$ cat src/rtl/mux16_rr_arbiter_pkg.sv
// ----------------------------------------------------------------------------
// mux16_rr_arbiter_pkg
// Shared constants and types for the 16-way round-robin arbiter that drives
// the select of a shared 16:1 datapath mux.
//   N_REQ        : number of requesters (fixed to match the 4-bit select)
//   SEL_W        : width of the binary mux select
//   MAX_HOLD_DEF : default maximum ownership length in cycles
//   state_e      : arbiter FSM state encoding
// ----------------------------------------------------------------------------
package mux16_rr_arbiter_pkg;

    localparam int N_REQ        = 16;
    localparam int SEL_W        = 4;
    localparam int MAX_HOLD_DEF = 64;

    typedef enum logic {
        ST_IDLE = 1'b0,
        ST_BUSY = 1'b1
    } state_e;

endpackage : mux16_rr_arbiter_pkg

$ cat src/rtl/mux16_rr_arbiter_rr_pick16.sv
// ----------------------------------------------------------------------------
// rr_pick16
// Combinational rotating-priority search over 16 request lines.
// The search starts at index ptr and moves upward, wrapping 15 -> 0; the
// first set request found is the winner.
// Ports:
//   req   [15:0] in  : request vector
//   ptr   [3:0]  in  : highest-priority index for this search
//   found        out : at least one request is set
//   idx   [3:0]  out : winning requester index (0 when nothing is found)
// ----------------------------------------------------------------------------
module rr_pick16
    import mux16_rr_arbiter_pkg::*;
(
    input  logic [N_REQ-1:0] req,
    input  logic [SEL_W-1:0] ptr,
    output logic             found,
    output logic [SEL_W-1:0] idx
);

    logic [SEL_W-1:0] cand;

    // Walk offsets from farthest to nearest so the nearest set request
    // (the highest priority one) is the last to write idx. The 4-bit add
    // gives the 15 -> 0 wrap for free.
    always_comb begin
        found = 1'b0;
        idx   = '0;
        cand  = '0;
        for (int i = N_REQ - 1; i >= 0; i--) begin
            cand = ptr + SEL_W'(i);
            if (req[cand]) begin
                found = 1'b1;
                idx   = cand;
            end
        end
    end

endmodule : rr_pick16

$ cat src/rtl/mux16_rr_arbiter.sv
// ----------------------------------------------------------------------------
// mux16_rr_arbiter
// Round-robin arbiter sharing one 16:1 datapath mux among 16 requesters.
// One owner at a time; ownership ends on done, on the owner dropping its
// request, or when the hold counter reaches MAX_HOLD-1. A single idle cycle
// always separates two owners so the mux select never changes under a
// live transfer.
// Parameters:
//   MAX_HOLD : maximum ownership length in cycles (2..65535)
//   CNT_W    : hold counter width, 2^CNT_W > MAX_HOLD
// Ports:
//   clk          in  : clock, rising edge
//   rst_n        in  : asynchronous active-low reset
//   req   [15:0] in  : request vector
//   done         in  : owner's transfer-complete pulse
//   grant [15:0] out : one-hot grant, zero when idle
//   sel   [3:0]  out : binary owner index, feeds the shared mux select
//   busy         out : a requester currently owns the resource
//   timeout      out : one-cycle pulse on a forced MAX_HOLD release
// ----------------------------------------------------------------------------
module mux16_rr_arbiter
    import mux16_rr_arbiter_pkg::*;
#(
    parameter int MAX_HOLD = MAX_HOLD_DEF,
    parameter int CNT_W    = 16
) (
    input  logic             clk,
    input  logic             rst_n,
    input  logic [N_REQ-1:0] req,
    input  logic             done,
    output logic [N_REQ-1:0] grant,
    output logic [SEL_W-1:0] sel,
    output logic             busy,
    output logic             timeout
);

    state_e           state_q,   state_d;
    logic [SEL_W-1:0] ptr_q,     ptr_d;
    logic [CNT_W-1:0] cnt_q,     cnt_d;
    logic [N_REQ-1:0] grant_q,   grant_d;
    logic [SEL_W-1:0] sel_q,     sel_d;
    logic             busy_q,    busy_d;
    logic             timeout_q, timeout_d;

    logic             pick_found;
    logic [SEL_W-1:0] pick_idx;
    logic             hold_hit;
    logic             owner_req;

    rr_pick16 u_pick (
        .req   (req),
        .ptr   (ptr_q),
        .found (pick_found),
        .idx   (pick_idx)
    );

    always_comb begin
        state_d   = state_q;
        ptr_d     = ptr_q;
        cnt_d     = cnt_q;
        grant_d   = grant_q;
        sel_d     = sel_q;
        busy_d    = busy_q;
        timeout_d = 1'b0;
        hold_hit  = (cnt_q == CNT_W'(MAX_HOLD - 1));
        owner_req = req[sel_q];

        case (state_q)
            ST_IDLE: begin
                if (pick_found) begin
                    state_d = ST_BUSY;
                    grant_d = {{(N_REQ - 1){1'b0}}, 1'b1} << pick_idx;
                    sel_d   = pick_idx;
                    busy_d  = 1'b1;
                    cnt_d   = '0;
                end
            end
            ST_BUSY: begin
                if (done || !owner_req || hold_hit) begin
                    state_d   = ST_IDLE;
                    grant_d   = '0;
                    busy_d    = 1'b0;
                    // Owner drops to lowest priority; sel keeps its value.
                    ptr_d     = sel_q + SEL_W'(1);
                    // Flag only releases forced purely by the hold limit.
                    timeout_d = hold_hit && !done && owner_req;
                end else begin
                    cnt_d = cnt_q + CNT_W'(1);
                end
            end
        endcase
    end

    always_ff @(posedge clk or negedge rst_n) begin
        if (!rst_n) begin
            state_q   <= ST_IDLE;
            ptr_q     <= '0;
            cnt_q     <= '0;
            grant_q   <= '0;
            sel_q     <= '0;
            busy_q    <= 1'b0;
            timeout_q <= 1'b0;
        end else begin
            state_q   <= state_d;
            ptr_q     <= ptr_d;
            cnt_q     <= cnt_d;
            grant_q   <= grant_d;
            sel_q     <= sel_d;
            busy_q    <= busy_d;
            timeout_q <= timeout_d;
        end
    end

    assign grant   = grant_q;
    assign sel     = sel_q;
    assign busy    = busy_q;
    assign timeout = timeout_q;

endmodule : mux16_rr_arbiter
$ cat config.mk
export PLATFORM = sky130hd
export DESIGN_NAME = mux16_rr_arbiter
export DESIGN_NICKNAME = d
export VERILOG_FILES = /design/src/rtl/mux16_rr_arbiter_pkg.sv /design/src/rtl/mux16_rr_arbiter_rr_pick16.sv /design/src/rtl/mux16_rr_arbiter.sv
export SDC_FILE = /design/constraint.sdc
export NUM_CORES = 1
export LEC_CHECK = 0
export ABC_AREA = 1
export CAP_MARGIN = 15
export CORE_MARGIN = 5
export CORE_UTILIZATION = 39
export CTS_BUF_LIST = sky130_fd_sc_hd__clkbuf_4 sky130_fd_sc_hd__clkbuf_8
export DETAILED_ROUTE_END_ITERATION = 10
export GPL_ROUTABILITY_DRIVEN = 1
export GPL_TIMING_DRIVEN = 1
export SYNTH_ARGS = -nofsm -noshare
export SYNTH_HDL_FRONTEND = slang
export SYNTH_SLANG_ARGS = --single-unit
$ cat constraint.sdc
create_clock -name clk -period 4.1 [get_ports clk]
set_input_delay 0.82 -clock clk [delete_from_list [all_inputs] [get_ports clk]]
set_output_delay 0.82 -clock clk [all_outputs]
set_load 0.02 [all_outputs]
==> flow_summary_export.csv, run 1 <==
group,metric,value,unit
critical_path,r2r-start,"ptr_q[0]",
place,dp_cells,785,
routing,viasPerCell,5.28,
finish,multi_input_area,2480,um^2
global_route,grt.total_usage,21.5,%
clock_tree,cts_tree,"done",
place,hpwl,9370,um
finish,stdcell_count,793,
logic_synthesis,synthCells,615,
critical_path,endpoint_kind,"flip-flop",
critical_path,worst_path_max_delay_cell,"a21oi_2",
sta,slew_viol_final,0,
sta,setup_viol,0,
clock_tree,cts_buffers,5,
critical_path,reg2reg_depth,28,
critical_path,critPathArrivalTime,3.66,ns
logic_synthesis,synth-seq-area-share,27.7,%
sta,slew-limit-headroom,36.5,%
critical_path,worstSetupStartpointType,"flip-flop",
critical_path,worstSetupPathType,"reg2reg",
clock_tree,cts_htree_levels,2,
routing,drt_iter0_drc,235,
finish,most-common-layout-cells,"nand2_1 (226), nand3_1 (86), a21oi_1 (47)",
routing,top_layer,"met4",
sta,fin_crit,3.43,ns
logic_synthesis,syn_area,3880,um^2
sta,fin_tns_setup,0,ns
logic_synthesis,synth_cell_types,44,
logic_synthesis,synth-edff-count,0,
clock_tree,cts_resized,0,
min_path,hp-class,"reg2reg",
sta,layout_setup_ws,0.670,ns
critical_path,r2r_end,"grant[3]",
clock_tree,root_buffer,"clkbuf_8",
finish,register_area,1080,um^2
routing,drc_errors,0,
place,place_area,4430,um^2
min_path,hp-start,"cnt_q[15]",
clock_tree,cts.path.max_buffers,2,
sta,fin_skew,0.0125,ns
routing,dr.pass1.iters,5,
finish,final_common_cell,"nand2_1",
routing,wl_met1,5500,um
place,place.gp.congestion,0.929,
logic_synthesis,avgSynthCellArea,6.31,um^2
logic_synthesis,yosys_most_used_dff,"dfrtp_1",
run,cap_violations,0,
clock_tree,cts_hold_buf,0,
sta,rsz0062_at_grt,"false",
logic_synthesis,ys.warnings.count,0,
sta,fmax,292,MHz
floorplan,dieArea,12100,um^2
sta,hold_viol,0,
routing,finalWirelength,12200,um
floorplan,core-area,9730,um^2
routing,ant_nets,0,
sta,worst-slew-pin-transition,0.953,ns
status,status,"complete, no violations",
finish,fill_cells,1061,
routing,wl_met2,5710,um
global_route,antenna_found_initial,0,
finish,n_antenna_cell,0,
place,io_buffers,40,
place,pre_cts_slack,0.526,ns
clock_tree,worstSkewPairLatency,0.30,ns
critical_path,crit_path_max_incr_delay,0.48,ns
critical_path,crit_top_cell,"nand2_1",
floorplan,floorplan.io_pins,41,
global_route,grt_pass1_vias,4192,
floorplan,start_util,39.9,%
global_route,grt_max_degree,44,
clock_tree,post_cts_buffers,0,
clock_tree,clk_pin_slew,0.09,ns
routing,wl_per_cell,15.4,um
logic_synthesis,asyncSetResetFlopFracSynth,100,%
global_route,overflow,0,
critical_path,crit_required,4.33,ns
critical_path,cp-startpoint,"ptr_q[0]",
sta,finalCritPeriodShare,83.7,%
finish,drive_above_1_share,11.2,%
finish,area.growth.synth_to_final,16.8,%
global_route,grt_pass1_wl,20500,um
finish,design_area,4540,um^2
critical_path,path_max_fanout,18,
min_path,hold_end,"cnt_q[15]",
logic_synthesis,synth_nets,643,
floorplan,rows,36,
finish,layout.nets,687,
floorplan,die_x,110,um
routing,vias,4187,
routing,met3_length,534,um
clock_tree,cts.sinks,43,
critical_path,regToRegSetupSlack,0.67,ns
floorplan,die_h,110,um
min_path,holdPathStages,1,
logic_synthesis,synth_seq_cells,43,
==> layout make-up <==
class,count,share of cell area (%)
sequential,43,23.7
clock buffer,7,2.12
clock inverter,1,0.165
inverter,59,4.88
multi-input combinational,498,54.8
timing repair buffer,52,10.7
tap,133,3.67
==> cells by family (layout without fill, tap and decap cells) <==
family | after synthesis | count (layout) | share of synthesized area (%)
AOI/OAI and AO/OA | 90 | 90 | 13.3
xor gates and xnor gates | 10 | 10 | 2.93
adders and majority gates | 9 | 9 | 2.90
buffers and inverters | 74 | 119 | 8.31
DFF | 43 | 43 | 27.7
and+or+nand+nor | 389 | 389 | 44.9
==> critical path, delay by kind of cell, from the launching register on <==
| kind | cells | cell delay [ns] |
|---|---|---|
| and+or+nand+nor | 22 | 1.57 |
| buffers and inverters | 4 | 0.55 |
| AOI/OAI and AO/OA | 1 | 0.48 |
| DFF | 1 | 0.35 |
| adders and majority gates | 1 | 0.41 |
==> cells in the mapped netlist (7+ instances only) <==
| master | n | area [um^2] |
|---|---|---|
| a21oi_1 | 47 | 235 |
| dfrtp_1 | 43 | 1080 |
| ha_1 | 9 | 113 |
| inv_1 | 44 | 165 |
| inv_2 | 14 | 52.6 |
| nand2_1 | 226 | 848 |
| nand2_2 | 17 | 106 |
| nand3_1 | 86 | 430 |
| nor2_1 | 25 | 93.8 |
| nor4_1 | 8 | 50.1 |
| o21ai_0 | 20 | 100 |
| o21ai_1 | 7 | 35.0 |
==> registers in the layout, summed over array words and instances (netlist names) <==
| signal | count |
|---|---|
| busy | 1 |
| cnt_q | 16 |
| grant | 16 |
| ptr_q | 4 |
| sel | 4 |
| state_q | 1 |
| timeout | 1 |
==> worst max path at each step <==
stage,end,slack (ns)
finish,grant[3],0.67
global route,grant[1],0.35
CTS,grant[3],0.71
detailed placement,grant[7],0.53
global placement,grant[3],0.55
floorplan,cnt_q[14],1.19
==> routing by layer <==
metal / vias up / track usage [%]
li1: 2099 / -
met1: 1937 / 27.2
met2: 124 / 36.3
met3: 27 / 2.58
met4: 0 / 9.88
met5: - / 0
==> metrics by stage <==
step                hold slack, ns  utilization, %
floorplan                    0.434               -
global placement             0.454            45.6
detailed placement           0.463            45.6
CTS                          0.473            46.6
global route                 0.494            46.6
finish                       0.472            46.6
Power of run 1 is left out: the tool's default activity adds up to more than one toggle a clock period on the data nets, which glitch-free logic cannot reach.
==> run 2: changes to the inputs <==
- clock period: 4.1 -> 3.2 ns (I/O delays scaled with it)
==> run 2 against run 1 <==
Wire length down 2.5%. Non-clock buffer count up 39. First-iteration DRC count down 3.4%. Die area unchanged. Cell count up 4.9%. Via count up 1.5%. Flip-flop and latch count unchanged. Core utilization up 4.9 points. Highest routed layer unchanged.
==> flow_summary_export.csv, run 2 (synthesized netlist as in run 1, its figures left out) <==
group,metric,value,unit
min_path,hp-class,"reg2reg",
sta,worst-slew-pin-transition,0.948,ns
global_route,overflow,0,
place,place.gp.congestion,0.952,
finish,most-common-layout-cells,"nand2_1 (220), nand3_1 (81), buf_4 (47)",
finish,stdcell_count,832,
critical_path,worstSetupStartpointType,"input pin",
min_path,holdPathStages,1,
sta,hold_viol,0,
critical_path,critPathArrivalTime,3.16,ns
floorplan,core-area,9730,um^2
critical_path,crit_required,3.43,ns
critical_path,worstSetupPathType,"in2reg",
place,hpwl,9190,um
floorplan,dieArea,12100,um^2
finish,fill_cells,1013,
routing,drt_iter0_drc,227,
finish,drive_above_1_share,19.5,%
clock_tree,cts_buffers,5,
sta,finalCritPeriodShare,91.6,%
sta,fmax,341,MHz
sta,slew_viol_final,0,
clock_tree,cts_tree,"done",
status,status,"complete, no violations",
routing,viasPerCell,5.11,
finish,area.growth.synth_to_final,29.2,%
global_route,grt_pass1_vias,4130,
critical_path,path_max_fanout,5,
place,dp_cells,814,
floorplan,die_x,110,um
finish,layout.nets,726,
routing,finalWirelength,11900,um
sta,setup_viol,0,
place,io_buffers,40,
finish,design_area,5020,um^2
run,cap_violations,0,
place,place_area,4660,um^2
floorplan,start_util,39.9,%
floorplan,floorplan.io_pins,41,
sta,fin_skew,0.0105,ns
routing,ant_nets,0,
clock_tree,clk_pin_slew,0.08,ns
clock_tree,worstSkewPairLatency,0.29,ns
sta,slew-limit-headroom,36.8,%
global_route,grt_pass1_wl,19800,um
routing,vias,4249,
clock_tree,cts.path.max_buffers,2,
clock_tree,cts_hold_buf,0,
finish,n_antenna_cell,0,
clock_tree,root_buffer,"clkbuf_8",
sta,fin_crit,2.93,ns
finish,register_area,1080,um^2
finish,final_common_cell,"nand2_1",
global_route,antenna_found_initial,0,
critical_path,endpoint_kind,"flip-flop",
floorplan,die_h,110,um
global_route,grt_max_degree,44,
routing,dr.pass1.iters,5,
routing,wl_per_cell,14.3,um
routing,drc_errors,0,
critical_path,regToRegSetupSlack,0.27,ns
critical_path,reg2reg_depth,19,
floorplan,rows,36,
finish,multi_input_area,2650,um^2
global_route,grt.total_usage,20.6,%
clock_tree,cts.sinks,43,
clock_tree,cts_htree_levels,2,
run 2: cell types whose count changed in the layout (fill, tap and decap cells not counted), moves of 3 or more:
cell | previous run | this run
nand3_1 | 86 | 81
xor2_1 | 6 | 2
nand2_4 | 3 | 8
nand3_2 | 4 | 9
nor2_4 | 2 | 5
buf_4 | 12 | 47
nand2_1 | 226 | 220
xor2_2 | 0 | 4
ha_1 | 9 | 5
run 2: path summary, 6_finish.rpt:
path | start | end
max in group asynchronous | rst_n | cnt_q[3]
min in group asynchronous | rst_n | grant[12]
worst min-delay path | cnt_q[15] | cnt_q[15]
worst min register to register | cnt_q[15] | cnt_q[15]
worst max register to register | ptr_q[2] | cnt_q[14]
worst max-delay path | req[12] | grant[0]
run 2: area by class of cell:
| class | instances | share of cell area (%) |
|---|---|---|
| Clock buffer | 7 | 1.67 |
| Sequential cell | 43 | 21.5 |
| Multi-Input combinational cell | 498 | 52.8 |
| Timing Repair Buffer | 91 | 16.1 |
| Inverter | 59 | 4.51 |
| Clock inverter | 1 | 0.0998 |
| Tap cell | 133 | 3.32 |
run 2: what timing repair did:
action / 4_1_cts / 5_1_grt
pin swaps: 0 / 4
buffers inserted: 0 / 10
cloned: 0 / 0
endpoints found under the setup margin: 4 / 26
resized for setup: 1 / 41
run 2: critical path, cell delays in order:
cell and delay (ns):
clkdlybuf4s50_1 0.52, nand2_1 0.11, nand3_2 0.12, nand2_1 0.09
o21ai_4 0.19, nand2_1 0.12, nand2_2 0.12, inv_1 0.08
nand2_1 0.07, nand2_1 0.05, nand2_1 0.05, nand2_1 0.04
nand2_1 0.05, nand3_1 0.06, nand2_1 0.06, nand2_1 0.05
nand2_1 0.05, nand2_1 0.05, nand2_1 0.06, nand2_1 0.07
nand2_1 0.10, nand2_4 0.08, nor2_4 0.14, nand3_1 0.09
nand2_1 0.08
run 2: metrics by stage:
| stage | worst slack [ns] | setup TNS (ns) | hold WS [ns] | utilization [%] |
|---|---|---|---|---|
| floorplan | 0.290 | 0 | 0.344 | - |
| global placement | -0.133 | -1.69 | 0.451 | 47.9 |
| detailed placement | -0.148 | -1.83 | 0.457 | 47.9 |
| CTS | 0.0920 | 0 | 0.470 | 48.9 |
| global route | -0.0149 | -0.0301 | 0.488 | 51.6 |
| finish | 0.269 | 0 | 0.467 | 51.6 |
run 2: layer usage:
metal | wire, um | up-vias | track usage [%]
met3 | 562 | 15 | 2.52
met4 | 263 | 0 | 6.14
met5 | 0 | - | 0
met1 | 5470 | 1942 | 27.2
li1 | - | 2184 | -
met2 | 5580 | 108 | 35.0
Power of run 2 is left out for the same reason.
